File: config.mk
export PLATFORM = sky130hd
export DESIGN_NAME = imem_arbiter
export DESIGN_NICKNAME = d
export VERILOG_FILES = /design/src/rtl/imem_arb_pkg.sv /design/src/rtl/imem_arb_perf.sv /design/src/rtl/imem_arbiter.sv
export SDC_FILE = /design/constraint.sdc
export NUM_CORES = 1
export LEC_CHECK = 0
export ABC_CLOCK_PERIOD_IN_PS = 2500
export CAP_MARGIN = 25
export CELL_PAD_IN_SITES_DETAIL_PLACEMENT = 1
export CELL_PAD_IN_SITES_GLOBAL_PLACEMENT = 1
export CORE_ASPECT_RATIO = 1.2
export CORE_MARGIN = 10
export CORE_UTILIZATION = 24
export CTS_BUF_LIST = sky130_fd_sc_hd__clkbuf_4
export CTS_CLUSTER_DIAMETER = 150
export DETAILED_ROUTE_END_ITERATION = 12
export HOLD_SLACK_MARGIN = 0.12
export PLACE_DENSITY_LB_ADDON = 0.12
export SYNTH_ARGS = -nofsm -noshare
export SYNTH_HDL_FRONTEND = slang
export SYNTH_SLANG_ARGS = --single-unit
File: constraint.sdc
create_clock -name i_clk -period 2.5 [get_ports i_clk]
set_input_delay 0.375 -clock i_clk [delete_from_list [all_inputs] [get_ports i_clk]]
set_output_delay 0.375 -clock i_clk [all_outputs]
set_load 0.02 [all_outputs]
File: src/rtl/imem_arb_pkg.sv
// imem_arb_pkg: shared types and default widths for the instruction-memory arbiter.
// Revision 1.0
`default_nettype none

package imem_arb_pkg;

  localparam int DATA_WIDTH_DEF     = 32;
  localparam int ADDR_WIDTH_DEF     = 10;
  localparam int MAX_LOAD_BURST_DEF = 4;
  localparam int CNT_WIDTH_DEF      = 32;

  typedef enum logic [1:0] {
    S_RUN   = 2'd0,
    S_DRAIN = 2'd1,
    S_LOAD  = 2'd2
  } t_arb_state;

  typedef enum logic [1:0] {
    GNT_NONE  = 2'd0,
    GNT_FETCH = 2'd1,
    GNT_LOAD  = 2'd2
  } t_grant;

  // Bits needed to hold a starvation count in the range 0..max_burst.
  function automatic int starve_width(input int max_burst);
    return (max_burst < 1) ? 1 : $clog2(max_burst + 1);
  endfunction

endpackage

`default_nettype wire

File: src/rtl/imem_arb_perf.sv
// imem_arb_perf: fetch-grant and fetch-stall event counters, wrapping on overflow.
// Revision 1.0
`default_nettype none

module imem_arb_perf
  import imem_arb_pkg::*;
#(
  parameter int CNT_WIDTH = CNT_WIDTH_DEF
) (
  input  logic                 clk,
  input  logic                 arst,
  input  logic                 fetch_gnt,
  input  logic                 fetch_req_valid,
  output logic [CNT_WIDTH-1:0] fetch_cnt,
  output logic [CNT_WIDTH-1:0] stall_cnt
);

  always_ff @(posedge clk or posedge arst) begin
    if (arst) begin
      fetch_cnt <= '0;
      stall_cnt <= '0;
    end else begin
      if (fetch_gnt) begin
        fetch_cnt <= fetch_cnt + CNT_WIDTH'(1);
      end
      if (fetch_req_valid && !fetch_gnt) begin
        stall_cnt <= stall_cnt + CNT_WIDTH'(1);
      end
    end
  end

endmodule

`default_nettype wire

File: src/rtl/imem_arbiter.sv
// imem_arbiter: shares a single-port instruction memory between fetch (read) and loader (write).
// Optional counters via macro IMEM_ARB_PERF_EN. Revision 1.0
`default_nettype none

module imem_arbiter
  import imem_arb_pkg::*;
#(
  parameter int DATA_WIDTH     = DATA_WIDTH_DEF,
  parameter int ADDR_WIDTH     = ADDR_WIDTH_DEF,
  parameter int MAX_LOAD_BURST = MAX_LOAD_BURST_DEF
`ifdef IMEM_ARB_PERF_EN
  ,
  parameter int CNT_WIDTH      = CNT_WIDTH_DEF
`endif
) (
  input  logic                  i_clk,
  input  logic                  i_arst,
  input  logic                  i_load_mode,
  input  logic                  i_fetch_req_valid,
  input  logic [ADDR_WIDTH-1:0] i_fetch_addr,
  output logic                  o_fetch_req_ready,
  output logic                  o_fetch_rsp_valid,
  output logic [DATA_WIDTH-1:0] o_fetch_rsp_data,
  input  logic                  i_fetch_rsp_ready,
  input  logic                  i_load_valid,
  input  logic [ADDR_WIDTH-1:0] i_load_addr,
  input  logic [DATA_WIDTH-1:0] i_load_data,
  output logic                  o_load_ready,
  output logic                  o_mem_write_en,
  output logic [ADDR_WIDTH-1:0] o_mem_addr,
  output logic [DATA_WIDTH-1:0] o_mem_write_data,
  input  logic [DATA_WIDTH-1:0] i_mem_read_data,
  output logic                  o_load_active
`ifdef IMEM_ARB_PERF_EN
  ,
  output logic [CNT_WIDTH-1:0]  o_perf_fetch_cnt,
  output logic [CNT_WIDTH-1:0]  o_perf_stall_cnt
`endif
);

  localparam int SW = starve_width(MAX_LOAD_BURST);

  t_arb_state            state;
  t_arb_state            state_nxt;
  t_grant                grant;
  logic                  rsp_valid;
  logic [DATA_WIDTH-1:0] rsp_data;
  logic [SW-1:0]         starve_cnt;
  logic                  fslot;
  logic                  burst_left;
  logic                  fetch_gnt;
  logic                  load_gnt;

  assign fslot      = !rsp_valid || i_fetch_rsp_ready;
  assign burst_left = (starve_cnt < SW'(MAX_LOAD_BURST));

  // Grants are suppressed while reset is asserted so no write leaks out asynchronously.
  always_comb begin
    grant = GNT_NONE;
    if (!i_arst) begin
      unique case (state)
        S_RUN: begin
          if (i_load_valid && (!i_fetch_req_valid || burst_left || !fslot)) begin
            grant = GNT_LOAD;
          end else if (i_fetch_req_valid && fslot) begin
            grant = GNT_FETCH;
          end
        end
        S_LOAD: begin
          if (i_load_valid) begin
            grant = GNT_LOAD;
          end
        end
        default: grant = GNT_NONE;
      endcase
    end
  end

  assign fetch_gnt = (grant == GNT_FETCH);
  assign load_gnt  = (grant == GNT_LOAD);

  assign o_fetch_req_ready = fetch_gnt;
  assign o_load_ready      = load_gnt;
  assign o_mem_write_en    = load_gnt;
  assign o_mem_addr        = load_gnt ? i_load_addr : i_fetch_addr;
  assign o_mem_write_data  = i_load_data;
  assign o_fetch_rsp_valid = rsp_valid;
  assign o_fetch_rsp_data  = rsp_data;
  assign o_load_active     = (state == S_LOAD);

  always_comb begin
    state_nxt = state;
    unique case (state)
      S_RUN: begin
        if (i_load_mode) begin
          state_nxt = S_DRAIN;
        end
      end
      S_DRAIN: begin
        if (fslot) begin
          state_nxt = i_load_mode ? S_LOAD : S_RUN;
        end
      end
      S_LOAD: begin
        if (!i_load_mode) begin
          state_nxt = S_RUN;
        end
      end
      default: state_nxt = S_RUN;
    endcase
  end

  always_ff @(posedge i_clk or posedge i_arst) begin
    if (i_arst) begin
      state     <= S_RUN;
      rsp_valid <= 1'b0;
      rsp_data  <= '0;
    end else begin
      state <= state_nxt;
      if (fetch_gnt) begin
        rsp_valid <= 1'b1;
        rsp_data  <= i_mem_read_data;
      end else if (i_fetch_rsp_ready) begin
        rsp_valid <= 1'b0;
      end
    end
  end

  // Starvation only accrues while fetch is both waiting and able to take a response.
  always_ff @(posedge i_clk or posedge i_arst) begin
    if (i_arst) begin
      starve_cnt <= '0;
    end else begin
      unique case (state)
        S_RUN: begin
          if (fetch_gnt || !i_fetch_req_valid) begin
            starve_cnt <= '0;
          end else if (load_gnt && fslot && burst_left) begin
            starve_cnt <= starve_cnt + SW'(1);
          end
        end
        S_DRAIN: begin
          if (!i_fetch_req_valid || (state_nxt == S_LOAD)) begin
            starve_cnt <= '0;
          end
        end
        default: starve_cnt <= '0;
      endcase
    end
  end

`ifdef IMEM_ARB_PERF_EN
  imem_arb_perf #(
    .CNT_WIDTH (CNT_WIDTH)
  ) u_perf (
    .clk             (i_clk),
    .arst            (i_arst),
    .fetch_gnt       (fetch_gnt),
    .fetch_req_valid (i_fetch_req_valid),
    .fetch_cnt       (o_perf_fetch_cnt),
    .stall_cnt       (o_perf_stall_cnt)
  );
`endif

endmodule

`default_nettype wire

== After elaboration in Yosys (flattened, before gate mapping) ==
Index checks and enable logic that the tools add are counted.
Cells by class
  reductions and logical operators: 15
  equal/unequal tests: 7
  multiplexer cells: 17
  $lt $le $gt $ge: 1
  add/subtract/negate cells: 1
Operators by type and width (count)
  $mux W2: 7
  $mux W10: 1
  $mux W3: 3
  $eq A2 B2 Y1 const B: 3
  $pmux W2 S3: 1
  $pmux W3 S2: 1
  $logic_or A1 B1 Y1: 5
  $eq A2 B1 Y1 const B: 2
  $logic_and A1 B1 Y1: 4
  $pmux W2 S2: 1
  $add A3 B1 Y3 const B: 1
  $logic_not A1 Y1: 3
  $lt A3 B3 Y1 const B: 1
  $mux W1: 3
  $ne A3 B3 Y1 const B: 1
  $logic_not A2 Y1: 1
  $ne A2 B2 Y1 const B: 1
  $reduce_and A2 Y1: 1
  $reduce_bool A2 Y1: 1
Word-level totals
  bits of input ports: 90
  word-level logic and storage cells: 45
  output and inout bits: 79
  register bits: 38

== Logic depth before layout (Yosys ltp) ==
Gate-level depths: netlist (run 1).
  depth in word-level cells: 14
  mapped depth: 6
  depth with buffers taken out: 4

== Least setup slack after synthesis (run 1) ==
Ideal clock, no wire load.
  path kind: flip-flop to output port
  start point: register state[0]
  end point: output o_mem_addr[0]
  stages on the path, launching flop included: 6
  data arrival time: 1.544 ns
  data required time: 2.125 ns
  buffers on the path: 2
  setup slack: 0.581 ns
  cells stage by stage: dfrtp_1 -> buf_6 -> nand2b_1 -> a311o_1 -> buf_2 -> mux2_1
Between the ends
  cells in the longest elaborated chain, start to end: 5
  elaborated cells between the ends (all ways): 6
  those cells by class: eq/ne: 2; mux: 3; reduce/logical: 1
RTL lines
  start, declared: RTL line imem_arbiter.sv:43  | t_arb_state state;
  start signal, assigned: RTL line imem_arbiter.sv:119  | state <= state_nxt;
  $eq A2 B2 Y1 or $logic_not A2 Y1 (tied branches): RTL line imem_arbiter.sv:61  | unique case (state)
  $pmux W2 S2 *: RTL line imem_arbiter.sv:61
  $mux W2 *: RTL line imem_arbiter.sv:60  | if (!i_arst) begin
  $eq A2 B2 Y1 *: RTL line imem_arbiter.sv:80  | assign load_gnt = (grant == GNT_LOAD);
  $mux W10 *: RTL line imem_arbiter.sv:85  | assign o_mem_addr = load_gnt ? i_load_addr : i_fetch_addr;
  end, declared: RTL line imem_arbiter.sv:30  | output logic [ADDR_WIDTH-1:0] o_mem_addr,
Every way passes the cells marked *; elsewhere a longest branch is shown, timed or not.

== Final worst setup path (run 1) ==
  start point: input i_fetch_req_valid
  end point: output o_mem_addr[6]
Between the ends
  cells in the longest elaborated chain, start to end: 9
  elaborated cells between the ends (all ways): 11
  those cells by class: eq/ne: 1; mux: 5; reduce/logical: 5
RTL lines
  start, declared: RTL line imem_arbiter.sv:19  | input logic i_fetch_req_valid,
  $logic_not A1 Y1: RTL line imem_arbiter.sv:63  | if (i_load_valid && (!i_fetch_req_valid || burst_left || !fslot)) begin
  $logic_or A1 B1 Y1 (2 in series): RTL line imem_arbiter.sv:63
  $logic_and A1 B1 Y1: RTL line imem_arbiter.sv:63
  $mux W2 *: RTL line imem_arbiter.sv:63
  $pmux W2 S2 *: RTL line imem_arbiter.sv:61
  $mux W2 *: RTL line imem_arbiter.sv:60
  $eq A2 B2 Y1 *: RTL line imem_arbiter.sv:80
  $mux W10 *: RTL line imem_arbiter.sv:85
Marked as above.

==> results of run 1 <==
[layer usage]
layer  up-vias  share of wire [%]  GRT usage (%)
met5         -                  0              0
met3        21                7.0           3.83
met1       708                 36           9.51
li1        660                  -              -
met4         0                2.0           3.78
met2        62                 55           17.8
[what timing repair did]
item / 4_1_cts / 5_1_grt
endpoints found under the setup margin: 13 / 9
endpoints found under the hold margin: 0 / 0
hold buffers: 0 / 0
gates resized for setup: 27 / 11
[cell families (layout without fill, tap and decap cells)]
family                     Yosys count  count (layout)  share of synthesized area, %
adders and majority gates            1               1                         0.598
AOI/OAI and AO/OA                   13              13                          4.61
and+or+nand+nor                     15              15                          6.22
DFF                                 38              38                          45.5
muxes                               43              43                          28.1
buffers and inverters               42             125                          15.0
[state kept, by name, summed over array words and instances (netlist names)]
| signal | flops |
|---|---|
| starve_cnt | 3 |
| o_fetch_rsp_data | 32 |
| state | 2 |
| o_fetch_rsp_valid | 1 |
[how the worst max path moves through the flow]
stage / start / endpoint / slack, ns / cells past startpoint
4_1_cts: i_fetch_req_valid / o_mem_addr[9] / -0.006 / 6
2_1_floorplan: state[0]$_DFF_PP0_ / o_mem_addr[0] / 0.58 / 5
5_1_grt: i_fetch_req_valid / o_mem_addr[6] / 0.001 / 6
3_5_place_dp: i_fetch_req_valid / o_mem_addr[3] / -0.26 / 6
3_3_place_gp: i_fetch_req_valid / o_mem_addr[3] / -0.24 / 6
6_report: i_fetch_req_valid / o_mem_addr[6] / 0.05 / 6
[stage by stage]
step	power, mW	utilization (%)	TNS (ns)	setup slack [ns]	hold slack (ns)
finish	2.55	35.9	0	0.0458	0.403
global route	2.71	35.9	0	0.00147	0.382
CTS	2.62	36.4	-0.00594	-0.00594	0.376
detailed placement	2.27	35.8	-2.68	-0.257	0.496
global placement	2.26	35.8	-2.60	-0.243	0.489
floorplan	1.69	-	0	0.581	0.461
[power groups by stage]
stage / clock (mW) / combinational (mW) / sequential [mW]
2_1_floorplan: 0 / 0.485 / 1.20
3_3_place_gp: 0 / 1.31 / 0.956
3_5_place_dp: 0 / 1.31 / 0.955
4_1_cts: 0.359 / 1.31 / 0.951
5_1_grt: 0.386 / 1.34 / 0.979
6_report: 0.332 / 1.27 / 0.945
[tightest hold or removal path: cells and delay by family]
kind | cells | cell delay (ns)
buf+inv | 3 | 0.75
[placed cells by master (no fill, tap or decap), types with 2 or more instances in the layout]
master           instances
inv_1                    2
mux2_1                   9
clkbuf_4                 5
mux2_2                   5
dlygate4sd2_1            3
a21oi_1                  2
buf_2                    4
nor2_1                   2
dfrtp_1                 38
nand2b_1                 2
nor2b_1                  2
clkinv_1                 2
o211ai_1                 2
a41oi_1                  2
clkdlybuf4s50_1         91
clkbuf_2                 5
buf_4                    9
mux2_4                  28
[final cells by class]
class | count | area, um2 | share of cell area (%)
Clock buffer | 5 | 37.5 | 1.22
Clock inverter | 3 | 16.3 | 0.529
Inverter | 3 | 11.3 | 0.366
Multi-Input combinational cell | 72 | 830 | 27.0
Sequential cell | 38 | 951 | 30.9
Tap cell | 117 | 146 | 4.76
Timing Repair Buffer | 114 | 1080 | 35.2
==> results.yml, run 1 <==
clocking:
  cts_buffer_depth: 2
  clock_latency_ns: 0.35
  cts_setup_buffers: 0
  cts_root_buf: "clkbuf_4"
  tritoncts: "done"
  path_clk_slew_ns: 0.13
  cts_buffers: 5
  ctsHtreeMaxLevel: 2
  cts.sinks: 38
placement:
  placed_cell_area_um2: 3060
  portBuffers: 104
  place.gp.congestion: 0.729
  place_inst: 344
  dp_hpwl_um: 5050
sta:
  worst_pin_slew_ns: 0.584
  slew_viol_final: 0
  max_freq_mhz: 407
  fin_crit_sh_pct: 98.2
  hold_viol: 0
  finClkSkew_ns: 0.00840
  max_slew_margin_pct: 61.1
  grt_setup_unrepaired: "no"
  timing.final.crit_period_ns: 2.45
  setup_viol: 0
critical_path:
  cp.buffers_inverters: 3
  timing.rr.end: "o_fetch_rsp_data[30]$_DFFE_PP0P_"
  critPathRequiredTime_ns: 2.12
  cp_slowest_cell: "clkdlybuf4s50_1"
  crit_family: "buffers and inverters"
  critical_path.max_fanout: 11
  worstRegToRegCells: 5
  crit_chain: "clkdlybuf4s50_1 > nor2b_2 > a311o_1 > buf_12 > mux2_1 > clkdlybuf4s15_2"
  critPathArrivalTime_ns: 2.08
  crit_path_end_kind: "output port"
  rrSetupSlack_ns: 0.40
  timing.rr.start: "state[0]$_DFF_PP0_"
  slowest_delay_ns: 0.42
  start_kind: "input port"
  critical_path_class: "input port to output port"
synth:
  synth_top_area_share_pct: 45.5
  synth_area_leaders: "dfrtp_1 (45%), mux2_4 (20%), buf_4 (12%), mux2_1 (4.8%), mux2_2 (2.7%)"
  synth.distinct_cells: 31
  ys_async_sr_fraction_pct: 100
  netlist_area_um2: 2090
  ys_seq_area_share_pct: 45.5
  avgSynthCellArea_um2: 13.8
  ys_seq_elements: 38
  ys_top_cells_by_count: "dfrtp_1 (38), buf_4 (33), mux2_4 (28), mux2_1 (9), mux2_2 (5)"
  synth-edff-count: 0
  dominantRegCellSynth: "dfrtp_1"
  yosys_warnings: 0
  yosysTopAreaCell: "dfrtp_1"
  syn-num-nets: 243
  synthMostInstantiatedCell: "dfrtp_1"
  syn_inst: 152
global_route:
  grtUsageTotal_pct: 9.64
  grt_start_max_net_pins: 37
  antenna_found_initial: 0
  first_global_vias: 1667
  grt_pass1_wl_um: 9780
  overflow: 0
min_path:
  hold_class: "input port to async pin"
floorplan:
  dieHeight_um: 122
  io_pins: 169
  die_area_um2: 12900
  die_x_um: 105
  initial_core_util_pct: 24.4
  fp-row-count: 37
  core_um2: 8560
pwr:
  swShare_pct: 34.8
  powerDensity_nw_per_um2: 830
  seq_power_share_pct: 37.1
  leakage_nw: 1.31
  vdd_drop_max_v: 0.000339
  comb_power_share_pct: 49.9
  power_frac_clock_pct: 13.0
  switchingPower_mw: 0.888
  p_int_mw: 1.66
detailed_routing:
  num_vias: 1451
  via_per_inst: 4.12
  dr.first_iter.drc_count: 48
  drc_errors: 0
  wirelength_um: 6530
  drt_first_pass_iters: 4
  ant_nets: 0
  post_drt_wl_per_cell_um: 18.6
finish:
  syn_to_final_growth_pct: 46.9
  drive_above_1_share_pct: 27.7
  fin_area_um2: 3070
  fill_cells: 928
  final_cells: 352
  nets: 325
  diodes: 0
run:
  cap_violations: 0
status:
  status: "finished, final reports clean"
(Power assumes the default switching activity.)
==> inputs of run 2 (changes only) <==
--- a/config.mk
+++ b/config.mk
@@ -15,6 +15,7 @@
 export CTS_BUF_LIST = sky130_fd_sc_hd__clkbuf_4
 export CTS_CLUSTER_DIAMETER = 150
 export DETAILED_ROUTE_END_ITERATION = 12
+export GPL_TIMING_DRIVEN = 0
 export HOLD_SLACK_MARGIN = 0.12
 export PLACE_DENSITY_LB_ADDON = 0.12
 export SYNTH_ARGS = -nofsm -noshare
==> run 2 against run 1 <==
Net effect:
- maximum frequency up 1.1%
- non-clock buffer count up 63
- combinational power is 9% higher
- design area up 19%
- largest power group unchanged
- highest routed layer unchanged
- core utilization increased by 6.8 points
==> results.yml, run 2 (synthesis gave the netlist of run 1 again) <==
detailed_routing:
  num_vias: 1737
  ant_nets: 0
  drc_errors: 0
  dr.first_iter.drc_count: 43
  wirelength_um: 7420
  post_drt_wl_per_cell_um: 17.9
  via_per_inst: 4.20
  drt_first_pass_iters: 4
pwr:
  vdd_drop_max_v: 0.000332
  leakage_nw: 1.60
  powerDensity_nw_per_um2: 755
floorplan:
  fp-row-count: 37
  io_pins: 169
  die_x_um: 105
  dieHeight_um: 122
  initial_core_util_pct: 24.4
  die_area_um2: 12900
  core_um2: 8560
global_route:
  grt_pass1_wl_um: 11600
  grt_start_max_net_pins: 25
  grtUsageTotal_pct: 11.3
  first_global_vias: 1979
  antenna_found_initial: 0
  overflow: 0
finish:
  final_common_cell: "clkdlybuf4s50_1"
  syn_to_final_growth_pct: 74.8
  final_cell_mix: "clkdlybuf4s50_1 (122), dfrtp_1 (37), buf_4 (34)"
  largest_reg_flops: 32
  diodes: 0
  final_util_pct: 42.7
  nets: 388
  drive_above_1_share_pct: 33.0
sta:
  setup_viol: 0
  hold_viol: 0
  max_freq_mhz: 412
  grt_setup_unrepaired: "no"
  timing.final.crit_period_ns: 2.43
  finClkSkew_ns: 0.0111
  fin_ws_ns: 0.0732
  max_slew_margin_pct: 64.8
  worst_pin_slew_ns: 0.523
  slew_viol_final: 0
  setup_tns_ns: 0
  fin_crit_sh_pct: 97.1
clocking:
  ctsHtreeMaxLevel: 2
  cts_buffer_depth: 2
  cts_buffers: 5
  tritoncts: "done"
  clock_latency_ns: 0.34
  cts_root_buf: "clkbuf_4"
  path_clk_slew_ns: 0.12
  cts.sinks: 38
critical_path:
  slowest_delay_ns: 0.41
  crit_chain: "clkdlybuf4s50_1 > nand2b_2 > a311o_1 > buf_6 > mux2_1 > buf_2"
  cp_slowest_cell: "clkdlybuf4s50_1"
  critical_path.max_fanout: 10
  crit_path_end_kind: "output port"
  critical_path_class: "input port to output port"
  start_kind: "input port"
  critPathArrivalTime_ns: 2.05
  critPathRequiredTime_ns: 2.12
min_path:
  hold_class: "flop to flop"
placement:
  place.gp.congestion: 0.723
  portBuffers: 136
  dp_slack_ns: -0.520
  dp_hpwl_um: 6200
status:
  status: "finished, final reports clean"
run:
  cap_violations: 0
run 2: layer usage:
layer  track usage (%)  share of wire [%]  wire, um  up-vias
li1                  -                  -         -      788
met1              12.1                 38      2790      847
met2              19.7                 51      3820       95
met3              5.56                 10       748        7
met4              2.32               0.77        57        0
met5                 0                  0         0        -
run 2: worst paths after layout:
check | start | end | slack, ns | cells past startpoint
min in group asynchronous | i_arst | starve_cnt[2]$_DFFE_PP0P_ | 0.54 | 2
setup / recovery | i_fetch_rsp_ready | o_mem_addr[4] | 0.07 | 6
hold / removal | o_fetch_rsp_data[29]$_DFFE_PP0P_ | o_fetch_rsp_data[29]$_DFFE_PP0P_ | 0.52 | 1
max in group asynchronous | i_arst | o_fetch_rsp_data[10]$_DFFE_PP0P_ | 1.50 | 3
setup reg to reg | o_fetch_rsp_valid$_DFFE_PP0P_ | o_fetch_rsp_data[16]$_DFFE_PP0P_ | 0.65 | 6
hold reg to reg | o_fetch_rsp_data[29]$_DFFE_PP0P_ | o_fetch_rsp_data[29]$_DFFE_PP0P_ | 0.52 | 1
run 2: final cells by class:
type / instances / area (um2)
fill: 927 / 4910
clock inverter: 2 / 33.8
clock buffer: 5 / 37.5
sequential: 38 / 952
tap: 117 / 146
buffer: 39 / 309
timing repair buffer: 138 / 1330
inverter: 3 / 11.3
multi-input combinational: 72 / 832
run 2: metrics by stage:
step / cell area (um2) / cells / power, mW / hold slack [ns]
after floorplan: 2090 / 152 / 1.69 / 0.461
after global placement: 3600 / 405 / 2.37 / 0.491
after detailed placement: 3620 / 406 / 2.39 / 0.492
after CTS: 3650 / 414 / 2.81 / 0.524
after global routing: 3660 / 414 / 2.93 / 0.540
final: 3660 / 414 / 2.76 / 0.519
run 2: critical path, delay by kind of cell:
| kind | cells | cell delay (ns) |
|---|---|---|
| and+or+nand+nor | 1 | 0.23 |
| AOI/OAI and AO/OA | 1 | 0.38 |
| buffers and inverters | 3 | 0.75 |
| muxes | 1 | 0.32 |
run 2: report_power, final:
part	internal (mW)	switching, mW
clock	0.202	0.211
sequential	0.826	0.126
combinational	0.804	0.591
total	1.83	0.928
run 2: repair_timing:
item	CTS	global route
buffers inserted	1	0
pin swaps	0	1
setup endpoints to repair	13	11
gates resized for setup	44	4
hold buffers	0	0
